**src/rtl/cache_assoc_param.sv**
```systemverilog
// Parameterised SETS x WAYS write-back, write-allocate cache with one data word per line.
// Replacement is true LRU: each line keeps an age, and the ages within a set always form a permutation.
// Ports:
//   clock, reset (async, active low)
//   CPU side:    address, write_data, read, write, flush -> read_data, done, hit, busy
//   Memory side: mem_req, mem_we, mem_addr, mem_wdata <- mem_ready, mem_rdata
// All outputs are registered.
module cache_assoc_param #(
    parameter int unsigned ADDR_W = 6,
    parameter int unsigned DATA_W = 16,
    parameter int unsigned SETS   = 2,
    parameter int unsigned WAYS   = 2
) (
    input  logic              clock,
    input  logic              reset,
    input  logic [ADDR_W-1:0] address,
    input  logic [DATA_W-1:0] write_data,
    input  logic              read,
    input  logic              write,
    input  logic              flush,
    output logic [DATA_W-1:0] read_data,
    output logic              done,
    output logic              hit,
    output logic              busy,
    output logic              mem_req,
    output logic              mem_we,
    output logic [ADDR_W-1:0] mem_addr,
    output logic [DATA_W-1:0] mem_wdata,
    input  logic              mem_ready,
    input  logic [DATA_W-1:0] mem_rdata
);
    localparam int unsigned IDX_W  = $clog2(SETS);
    localparam int unsigned TAG_W  = ADDR_W - IDX_W;
    localparam int unsigned WAY_W  = $clog2(WAYS);
    localparam int unsigned AGE_W  = WAY_W;
    localparam int unsigned LINE_W = IDX_W + WAY_W;
    localparam logic [LINE_W-1:0] LAST_LINE = LINE_W'(SETS * WAYS - 1);
    localparam logic [AGE_W-1:0]  OLDEST    = AGE_W'(WAYS - 1);

    typedef enum logic [2:0] {IDLE, LOOKUP, WRITEBACK, FILL, RESPOND, FLUSH} state_t;

    state_t              state_q, state_d;
    logic [ADDR_W-1:0]   addr_q, addr_d;
    logic [DATA_W-1:0]   wdata_q, wdata_d;
    logic                store_q, store_d;
    logic [WAY_W-1:0]    way_q, way_d;
    logic [LINE_W-1:0]   line_q, line_d;

    logic                valid_q [SETS][WAYS];
    logic                valid_d [SETS][WAYS];
    logic                dirty_q [SETS][WAYS];
    logic                dirty_d [SETS][WAYS];
    logic [TAG_W-1:0]    tag_q   [SETS][WAYS];
    logic [TAG_W-1:0]    tag_d   [SETS][WAYS];
    logic [DATA_W-1:0]   data_q  [SETS][WAYS];
    logic [DATA_W-1:0]   data_d  [SETS][WAYS];
    logic [AGE_W-1:0]    age_q   [SETS][WAYS];
    logic [AGE_W-1:0]    age_d   [SETS][WAYS];

    logic                done_q, done_d;
    logic                hit_q, hit_d;
    logic                busy_q, busy_d;
    logic                mem_req_q, mem_req_d;
    logic                mem_we_q, mem_we_d;
    logic [ADDR_W-1:0]   mem_addr_q, mem_addr_d;
    logic [DATA_W-1:0]   mem_wdata_q, mem_wdata_d;
    logic [DATA_W-1:0]   rdata_q, rdata_d;

    logic [IDX_W-1:0]    idx;
    logic [TAG_W-1:0]    tag;
    logic [IDX_W-1:0]    f_set;
    logic [WAY_W-1:0]    f_way;
    logic                hit_any;
    logic [WAY_W-1:0]    hit_way;
    logic                inv_any;
    logic [WAY_W-1:0]    victim;
    logic                touch_en;
    logic [WAY_W-1:0]    touch_way;
    logic [AGE_W-1:0]    old_age;
    logic                adv;

    assign idx   = addr_q[IDX_W-1:0];
    assign tag   = addr_q[ADDR_W-1:IDX_W];
    assign f_set = line_q[LINE_W-1:WAY_W];
    assign f_way = line_q[WAY_W-1:0];

    // Next-state, array update and registered-output computation
    always_comb begin
        state_d     = state_q;
        addr_d      = addr_q;
        wdata_d     = wdata_q;
        store_d     = store_q;
        way_d       = way_q;
        line_d      = line_q;
        valid_d     = valid_q;
        dirty_d     = dirty_q;
        tag_d       = tag_q;
        data_d      = data_q;
        age_d       = age_q;
        done_d      = 1'b0;
        hit_d       = 1'b0;
        rdata_d     = rdata_q;
        mem_req_d   = mem_req_q;
        mem_we_d    = mem_we_q;
        mem_addr_d  = mem_addr_q;
        mem_wdata_d = mem_wdata_q;
        touch_en    = 1'b0;
        touch_way   = way_q;
        old_age     = '0;
        adv         = 1'b0;

        // Tag match in the addressed set
        hit_any = 1'b0;
        hit_way = '0;
        for (int w = 0; w < WAYS; w++) begin
            if (valid_q[idx][w] && (tag_q[idx][w] == tag)) begin
                hit_any = 1'b1;
                hit_way = WAY_W'(w);
            end
        end

        // Victim: lowest invalid way (descending scan so the lowest wins), else the oldest
        inv_any = 1'b0;
        victim  = '0;
        for (int w = WAYS - 1; w >= 0; w--) begin
            if (!valid_q[idx][w]) begin
                inv_any = 1'b1;
                victim  = WAY_W'(w);
            end
        end
        if (!inv_any) begin
            for (int w = 0; w < WAYS; w++) begin
                if (age_q[idx][w] == OLDEST) victim = WAY_W'(w);
            end
        end

        case (state_q)
            IDLE: begin
                if (write || read) begin
                    addr_d  = address;
                    wdata_d = write_data;
                    store_d = write;
                    state_d = LOOKUP;
                end else if (flush) begin
                    line_d  = '0;
                    state_d = FLUSH;
                end
            end
            LOOKUP: begin
                if (hit_any) begin
                    touch_en  = 1'b1;
                    touch_way = hit_way;
                    done_d    = 1'b1;
                    hit_d     = 1'b1;
                    if (store_q) begin
                        data_d[idx][hit_way]  = wdata_q;
                        dirty_d[idx][hit_way] = 1'b1;
                        rdata_d               = wdata_q;
                    end else begin
                        rdata_d = data_q[idx][hit_way];
                    end
                    state_d = IDLE;
                end else begin
                    way_d     = victim;
                    mem_req_d = 1'b1;
                    if (valid_q[idx][victim] && dirty_q[idx][victim]) begin
                        mem_we_d    = 1'b1;
                        mem_addr_d  = {tag_q[idx][victim], idx};
                        mem_wdata_d = data_q[idx][victim];
                        state_d     = WRITEBACK;
                    end else begin
                        mem_we_d   = 1'b0;
                        mem_addr_d = addr_q;
                        state_d    = FILL;
                    end
                end
            end
            WRITEBACK: begin
                // mem_req stays high straight into the fill request
                if (mem_ready) begin
                    mem_we_d   = 1'b0;
                    mem_addr_d = addr_q;
                    state_d    = FILL;
                end
            end
            FILL: begin
                if (mem_ready) begin
                    valid_d[idx][way_q] = 1'b1;
                    tag_d[idx][way_q]   = tag;
                    if (store_q) begin
                        data_d[idx][way_q]  = wdata_q;
                        dirty_d[idx][way_q] = 1'b1;
                        rdata_d             = wdata_q;
                    end else begin
                        data_d[idx][way_q]  = mem_rdata;
                        dirty_d[idx][way_q] = 1'b0;
                        rdata_d             = mem_rdata;
                    end
                    touch_en  = 1'b1;
                    touch_way = way_q;
                    mem_req_d = 1'b0;
                    done_d    = 1'b1;
                    state_d   = RESPOND;
                end
            end
            RESPOND: begin
                state_d = IDLE;
            end
            FLUSH: begin
                if (mem_req_q) begin
                    if (mem_ready) begin
                        mem_req_d = 1'b0;
                        mem_we_d  = 1'b0;
                        adv       = 1'b1;
                    end
                end else if (valid_q[f_set][f_way] && dirty_q[f_set][f_way]) begin
                    mem_req_d   = 1'b1;
                    mem_we_d    = 1'b1;
                    mem_addr_d  = {tag_q[f_set][f_way], f_set};
                    mem_wdata_d = data_q[f_set][f_way];
                end else begin
                    adv = 1'b1;
                end
                if (adv) begin
                    if (line_q == LAST_LINE) begin
                        for (int s = 0; s < SETS; s++) begin
                            for (int w = 0; w < WAYS; w++) begin
                                valid_d[s][w] = 1'b0;
                                dirty_d[s][w] = 1'b0;
                            end
                        end
                        done_d  = 1'b1;
                        state_d = IDLE;
                    end else begin
                        line_d = line_q + LINE_W'(1);
                    end
                end
            end
            default: state_d = IDLE;
        endcase

        // LRU: touched way becomes youngest, ways younger than its old age shift up by one
        if (touch_en) begin
            old_age = age_q[idx][touch_way];
            for (int w = 0; w < WAYS; w++) begin
                if (age_q[idx][w] < old_age) age_d[idx][w] = age_q[idx][w] + AGE_W'(1);
            end
            age_d[idx][touch_way] = '0;
        end

        busy_d = (state_d != IDLE);
    end

    // State and output registers
    always_ff @(posedge clock or negedge reset) begin
        if (!reset) begin
            state_q     <= IDLE;
            addr_q      <= '0;
            wdata_q     <= '0;
            store_q     <= 1'b0;
            way_q       <= '0;
            line_q      <= '0;
            done_q      <= 1'b0;
            hit_q       <= 1'b0;
            busy_q      <= 1'b0;
            mem_req_q   <= 1'b0;
            mem_we_q    <= 1'b0;
            mem_addr_q  <= '0;
            mem_wdata_q <= '0;
            rdata_q     <= '0;
            for (int s = 0; s < SETS; s++) begin
                for (int w = 0; w < WAYS; w++) begin
                    valid_q[s][w] <= 1'b0;
                    dirty_q[s][w] <= 1'b0;
                    tag_q[s][w]   <= '0;
                    data_q[s][w]  <= '0;
                    age_q[s][w]   <= AGE_W'(w);
                end
            end
        end else begin
            state_q     <= state_d;
            addr_q      <= addr_d;
            wdata_q     <= wdata_d;
            store_q     <= store_d;
            way_q       <= way_d;
            line_q      <= line_d;
            done_q      <= done_d;
            hit_q       <= hit_d;
            busy_q      <= busy_d;
            mem_req_q   <= mem_req_d;
            mem_we_q    <= mem_we_d;
            mem_addr_q  <= mem_addr_d;
            mem_wdata_q <= mem_wdata_d;
            rdata_q     <= rdata_d;
            valid_q     <= valid_d;
            dirty_q     <= dirty_d;
            tag_q       <= tag_d;
            data_q      <= data_d;
            age_q       <= age_d;
        end
    end

    assign read_data = rdata_q;
    assign done      = done_q;
    assign hit       = hit_q;
    assign busy      = busy_q;
    assign mem_req   = mem_req_q;
    assign mem_we    = mem_we_q;
    assign mem_addr  = mem_addr_q;
    assign mem_wdata = mem_wdata_q;

endmodule

```
**config.mk**
```make
export PLATFORM = sky130hd
export DESIGN_NAME = cache_assoc_param
export DESIGN_NICKNAME = d
export VERILOG_FILES = /design/src/rtl/cache_assoc_param.sv
export SDC_FILE = /design/constraint.sdc
export NUM_CORES = 1
export LEC_CHECK = 0
export BUFFER_PORTS_ARGS = -buffer_cell sky130_fd_sc_hd__buf_2
export CAP_MARGIN = 5
export CORE_UTILIZATION = 55
export DETAILED_ROUTE_END_ITERATION = 8
export GPL_ROUTABILITY_DRIVEN = 0
export PLACE_DENSITY = 0.78
export SLEW_MARGIN = 30
export SYNTH_ARGS = -nofsm -noshare
export SYNTH_HDL_FRONTEND = slang
export SYNTH_SLANG_ARGS = --single-unit
```
**constraint.sdc**
```tcl
create_clock -name clock -period 2.56 [get_ports clock]
set_input_delay 0.256 -clock clock [delete_from_list [all_inputs] [get_ports clock]]
set_output_delay 0.256 -clock clock [all_outputs]
set_load 0.02 [all_outputs]
```
==> results.yml, run 1 <==
status:
  status: "finished with violations"
  violations: "setup timing"
global_routing:
  grt_pass1_wl_um: 44700
  antenna_found_initial: 0
  grt_max_degree: 55
  grtUsageTotal: 0.331
  grt_pass1_vias: 8003
  grt-ovfl-total: 0
floorplan:
  core_area_um2: 17200
  start_util: 0.560
  dieArea_um2: 18100
  rows: 48
  io_pins: 87
  die_x_um: 134
  die_h_um: 134
worst_setup_path:
  arrival_ns: 3.12
  cp-start-kind: "flip-flop"
  crit_required_ns: 2.87
  critPathKind: "reg -> reg"
  path_cells: "buf_12 -> buf_8 -> mux2i_2 -> xnor2_1 -> nor4_2 -> buf_4 -> a22oi_2 -> o21ai_4 -> buf_12 -> o2111ai_4 -> buf_4 -> mux2_1"
  critPathBufInv: 5
  r2r-start: "addr_q[0]$_DFFE_PN0P_"
  r2r_slack_ns: -0.25
  critical_path.max_stage_delay_ns: 0.51
  crit_family: "buffers and inverters"
  critPathCaptureType: "flip-flop"
  worst_r2r_endpoint: "data_q[42]$_DFFE_PN0P_"
  worst-path-max-fanout: 6
  cp_slowest_cell: "dfrtp_4"
  rr_worst_depth: 12
synth:
  yosys.area_share.simple: 0.0637
  synthAdderAreaFrac: 0.00130
  synthMuxAreaShare: 0.310
  syn_nets: 825
  synth_top_area_cell: "dfrtp_1"
  synth_area_um2: 9650
  synth_area_leaders: "dfrtp_1, mux4_2, mux2_2"
  ys.flop_type: "dfrtp_1"
  synth_xor_area_frac: 0.00908
  ys_seq_elements: 168
  yosysUniqueCellTypes: 58
  synth_top_family_by_area: "multiplexers"
  yosys_warnings: 0
  syn_inst: 780
  synth_area_per_cell_um2: 12.4
  synth_compound_area_frac: 0.150
  synth_edf_count: 0
  synth_top_cell_area_share: 0.430
  async_flop_share: 1.00
  yosysSeqAreaShare: 0.436
worst_hold_path:
  hold_path_depth: 3
  hold_class: "in -> reg"
  hold_start: "address[0]"
  min_to: "addr_q[0]$_DFFE_PN0P_"
place:
  dpl.cell_count: 1119
  pre_cts_ws_ns: -0.196
  port_buffers: 86
  dpl.hpwl_um: 18100
sta:
  fin_skew_ns: 0.00872
  setup_violations: 112
  slew_headroom: 0.316
  finalCritPeriodShare: 1.10
  rsz0062_at_grt: "yes"
  fmax_mhz: 356
  hold_violations: 0
  fin_setup_tns_ns: -16.13
  worst_slew_pin_slew_ns: 1.02
  fin_crit_ns: 2.81
  slew_viol_final: 0
  holdWs_ns: 0.0365
  layout_setup_ws_ns: -0.247
drt:
  firstDrtPassIters: 7
  wl_per_cell_um: 24.1
  drt_iter0_drc: 860
  route.detailed.drc: 0
  avgViaCountPerCell: 6.71
  vias: 7790
  ant_nets: 0
  drt-total-wl_um: 28000
final_layout:
  drive_gt1_frac: 0.417
  stdcell_count: 1161
  n_fill_cell: 1146
  antennaDiodeCount: 0
  areaGrowthSynthToFinish_pct: 23.4
  final_net_count: 968
clock_tree:
  cts_made_buffers: 17
  clock_latency_ns: 0.44
  clk_pin_slew_ns: 0.07
  clkSinkCount: 168
  cts-root-buf: "clkbuf_16"
  htreeDepth: 4
  cts_tree: "built"
  cts_buffer_depth: 2
power_and_ir_drop:
  p_int_mw: 9.63
  swShare: 0.417
  power.density_nw_per_um2: 1390
  switching_power_mw: 6.89
  total_power_mw: 16.5
  seq_power_share: 0.300
  clkPwrFrac: 0.151
  p_comb_frac: 0.548
  peakVddDrop_uv: 832
  p_leak_nw: 5.41
run:
  drv_cap: 0
## state kept, by name (all words and copies together) (netlist names)
signal     flops
mem_addr       6
addr_q         6
tag_q         20
mem_wdata     16
busy           1
hit            1
way_q          1
dirty_q        4
mem_we         1
done           1
mem_req        1
line_q         2
wdata_q       16
age_q          4
store_q        1
read_data     16
state_q        3
valid_q        4
data_q        64
## area by class of cell
| class | instances | area (um2) | area share |
|---|---|---|---|
| clock buffers | 21 | 470 | 0.0395 |
| multi-input cells | 543 | 5360 | 0.450 |
| repair buffers | 186 | 1460 | 0.122 |
| inverters | 7 | 26.3 | 0.00221 |
| flip-flops and latches | 168 | 4210 | 0.354 |
| well taps | 225 | 282 | 0.0236 |
| clock inverters | 11 | 98.8 | 0.00830 |
## power groups by stage
stage	logic, mW	clock network [mW]	registers, mW
2_1_floorplan	5.27	0	4.86
3_3_place_gp	8.08	0	4.87
3_5_place_dp	8.30	0	4.93
4_1_cts	8.87	2.50	4.89
5_1_grt	9.63	2.63	5.10
6_report	9.06	2.50	4.96
## metrics by stage
step	util	cell area, um2
2_1_floorplan	-	9660
3_3_place_gp	0.639	11000
3_5_place_dp	0.639	11000
4_1_cts	0.689	11900
5_1_grt	0.691	11900
6_report	0.691	11900
## cells by family (layout without fill, tap and decap cells)
group           Yosys count  in the layout
fa+ha+maj                 1              1
mux                     216            216
buf+inv                  69            225
flops                   168            168
compound gates          189            189
xor+xnor                 10             10
simple gates            127            127
## synth_stat cells (12+ instances only)
| cell type | n |
|---|---|
| dfrtp_1 | 166 |
| o2bb2ai_1 | 64 |
| mux2_2 | 60 |
| mux4_2 | 55 |
| mux2i_1 | 52 |
| mux2_1 | 48 |
| nand2_1 | 44 |
| nor2_1 | 39 |
| clkbuf_1 | 36 |
| o21ai_0 | 32 |
| a21oi_1 | 29 |
| a222oi_1 | 20 |
| buf_2 | 12 |
## what timing repair did
item,CTS,global route
resized for setup,67,7
hold endpoints to repair,48,0
setup buffers,7,2
hold buffers,1,0
endpoints found under the setup margin,92,117
pin swaps,30,5
## worst register-to-register path: cells and delay by family, from the launching register on
kind	cells	cell delay [ns]
buf+inv	5	0.80
flops	1	0.51
simple gates	1	0.34
xor+xnor	1	0.10
mux	2	0.52
compound gates	3	0.41
## worst max path at each step
stage	slack, ns	startpoint	end	depth (start not counted)
after detailed placement	-0.20	addr_q[0]$_DFFE_PN0P_	read_data[8]$_DFFE_PN0P_	9
after CTS	-0.21	addr_q[0]$_DFFE_PN0P_	data_q[47]$_DFFE_PN0P_	12
after global placement	-0.17	addr_q[0]$_DFFE_PN0P_	read_data[14]$_DFFE_PN0P_	9
final	-0.25	addr_q[0]$_DFFE_PN0P_	data_q[42]$_DFFE_PN0P_	12
after global routing	-0.31	addr_q[0]$_DFFE_PN0P_	data_q[12]$_DFFE_PN0P_	12
after floorplan	-0.03	addr_q[0]$_DFFE_PN0P_	read_data[10]$_DFFE_PN0P_	11
## placed cells by master (no fill, tap or decap), drive strengths merged, types with 8 or more instances in the layout
master,n
mux4,55
mux2,108
o2bb2ai,64
a31oi,8
a21oi,29
a222oi,20
dfrtp,166
buf,185
nor3,13
o21ai,34
mux2i,53
clkbuf,21
nand2,44
nor2,39
## metal layers
layer | vias to the layer above | track usage | share of wire
li1 | 3327 | - | -
met1 | 3950 | 0.433 | 0.39
met2 | 411 | 0.530 | 0.49
met3 | 102 | 0.0649 | 0.080
met4 | 0 | 0.165 | 0.038
met5 | - | 0 | 0
Note: power is estimated with default switching activity, not from simulation.
==> run 2, diff against run 1 <==
--- a/config.mk
+++ b/config.mk
@@ -7,10 +7,10 @@
 export LEC_CHECK = 0
 export BUFFER_PORTS_ARGS = -buffer_cell sky130_fd_sc_hd__buf_2
 export CAP_MARGIN = 5
-export CORE_UTILIZATION = 55
+export CORE_UTILIZATION = 56
 export DETAILED_ROUTE_END_ITERATION = 8
 export GPL_ROUTABILITY_DRIVEN = 0
-export PLACE_DENSITY = 0.78
+export PLACE_DENSITY = 0.81
 export SLEW_MARGIN = 30
 export SYNTH_ARGS = -nofsm -noshare
 export SYNTH_HDL_FRONTEND = slang
==> constraint.sdc (replaced) <==
create_clock -name clock -period 3.5 [get_ports clock]
set_input_delay 0.35 -clock clock [delete_from_list [all_inputs] [get_ports clock]]
set_output_delay 0.35 -clock clock [all_outputs]
set_load 0.02 [all_outputs]
==> run 2 against run 1 <==
Effect of this change: highest routed layer unchanged; clock-buffer cell count fell by 1; register-to-register slack gained 0.48 ns; sequential share of layout area up 3.1 points; combinational power decreased by 41%; final cell count decreased by 6.5%; the flow now finishes without violations; hold slack got worse by 0.028 ns; routed wire length is 7.0% lower; non-clock buffer count decreased by 71; die area down 1.8%; flip-flop and latch count did not move; cell area fell by 8.1%.
==> results.yml, run 2 (synthesized netlist as in run 1, its figures left out) <==
status:
  status: "completed"
drt:
  wl_per_cell_um: 24.0
  route.detailed.drc: 0
  highest_layer: "met4"
  drt_iter0_drc: 922
  firstDrtPassIters: 5
  wl_met1_um: 10400
  drt-total-wl_um: 26000
  ant_nets: 0
  avgViaCountPerCell: 6.94
  wl_met3_um: 2420
  met2_length_um: 12400
  vias: 7525
sta:
  worst_slew_pin_slew_ns: 0.857
  setup_violations: 0
  fmax_mhz: 306
  slew_viol_final: 0
  finalCritPeriodShare: 0.935
  rsz0062_at_grt: "no"
  fin_skew_ns: 0.00913
  layout_setup_ws_ns: 0.228
  fin_setup_tns_ns: 0
  slew_headroom: 0.429
  fin_crit_ns: 3.27
  hold_violations: 0
final_layout:
  n_fill_cell: 1258
  layout_commonest_cell: "dfrtp_1"
  multi_input_area_um2: 5170
  largest-register: "data_q"
  top_regs: "data_q: 64 flops, tag_q: 20 flops"
  antennaDiodeCount: 0
  areaGrowthSynthToFinish_pct: 13.4
  final_cell_mix: "dfrtp_1, buf_2, o2bb2ai_1, mux2_2, mux4_2"
  drive_gt1_frac: 0.324
  seqCellArea_um2: 4210
  final_net_count: 897
  largest_reg_flops: 64
  post-route-util: 0.655
global_routing:
  grt_pass1_vias: 7459
  antenna_found_initial: 0
  grtUsageTotal: 0.309
  grt-ovfl-total: 0
  grt_pass1_wl_um: 41800
  grt_max_degree: 91
worst_setup_path:
  crit_required_ns: 3.81
  worst_r2r_endpoint: "data_q[40]$_DFFE_PN0P_"
  r2r_slack_ns: 0.23
  r2r-start: "addr_q[0]$_DFFE_PN0P_"
  rr_worst_depth: 8
  critPathKind: "reg -> reg"
  critPathCaptureType: "flip-flop"
  arrival_ns: 3.59
  worst-path-max-fanout: 23
  cp-start-kind: "flip-flop"
clock_tree:
  clock_latency_ns: 0.44
  htreeDepth: 4
  clk_pin_slew_ns: 0.06
  cts_made_buffers: 17
  ctsResizeCount: 0
  cts_post_setup_buffers_inserted: 0
  cts_buffer_depth: 2
  cts-hold-fix-buffers: 0
  cts_tree: "built"
  cts-root-buf: "clkbuf_16"
  clkSinkCount: 168
worst_hold_path:
  hold_class: "in -> async"
floorplan:
  core_area_um2: 16700
  die_h_um: 133
  die_x_um: 133
  rows: 47
  dieArea_um2: 17800
  start_util: 0.578
  io_pins: 87
power_and_ir_drop:
  peakVddDrop_uv: 503
  power.density_nw_per_um2: 1000
  p_leak_nw: 4.88
place:
  dpl.hpwl_um: 16400
  port_buffers: 86
  pre_cts_ws_ns: 0.321
run:
  drv_cap: 0
-- run 2: layout make-up --
type	instances	share of cell area
tap	220	0.0252
clock inverter	12	0.0116
timing repair buffer	115	0.0621
multi-input combinational	543	0.473
clock buffer	20	0.0408
inverter	7	0.00240
sequential	168	0.385
-- run 2: critical path, cell delays in order, from the launching register on --
cell	delay, ns
dfrtp_4	0.57
mux2i_1	0.46
nor2_1	0.09
a211oi_1	0.39
and2_0	0.25
buf_12	0.21
a21o_1	0.24
o2111ai_4	0.42
mux2_1	0.48
-- run 2: stage by stage --
| step | hold WS, ns | instance area [um2] | power (mW) | cells |
|---|---|---|---|---|
| CTS | 0.0324 | 10900 | 10.9 | 1085 |
| finish | 0.00802 | 10900 | 10.9 | 1085 |
| global route | 0.0742 | 10900 | 11.5 | 1085 |
| detailed placement | 0.462 | 10400 | 8.94 | 1053 |
| global placement | 0.457 | 10400 | 8.78 | 1053 |
| floorplan | 0.0544 | 9650 | 7.39 | 780 |
-- run 2: routing by layer --
metal,GRT usage,vias up
li1,-,3185
met1,0.419,3814
met2,0.486,447
met3,0.0647,79
met4,0.130,0
met5,0,-
-- run 2: worst max-delay path by stage --
stage | end | from | depth (start not counted)
2_1_floorplan | read_data[10]$_DFFE_PN0P_ | addr_q[0]$_DFFE_PN0P_ | 11
5_1_grt | data_q[33]$_DFFE_PN0P_ | addr_q[0]$_DFFE_PN0P_ | 8
4_1_cts | data_q[40]$_DFFE_PN0P_ | addr_q[0]$_DFFE_PN0P_ | 8
3_5_place_dp | data_q[40]$_DFFE_PN0P_ | addr_q[0]$_DFFE_PN0P_ | 8
6_report | data_q[40]$_DFFE_PN0P_ | addr_q[0]$_DFFE_PN0P_ | 8
3_3_place_gp | data_q[39]$_DFFE_PN0P_ | addr_q[0]$_DFFE_PN0P_ | 8
-- run 2: report_power, final --
group | internal, mW | switching, mW | total (mW)
sequential | 2.72 | 1.02 | 3.74
combinational | 2.47 | 2.88 | 5.35
clock | 1.07 | 0.788 | 1.86
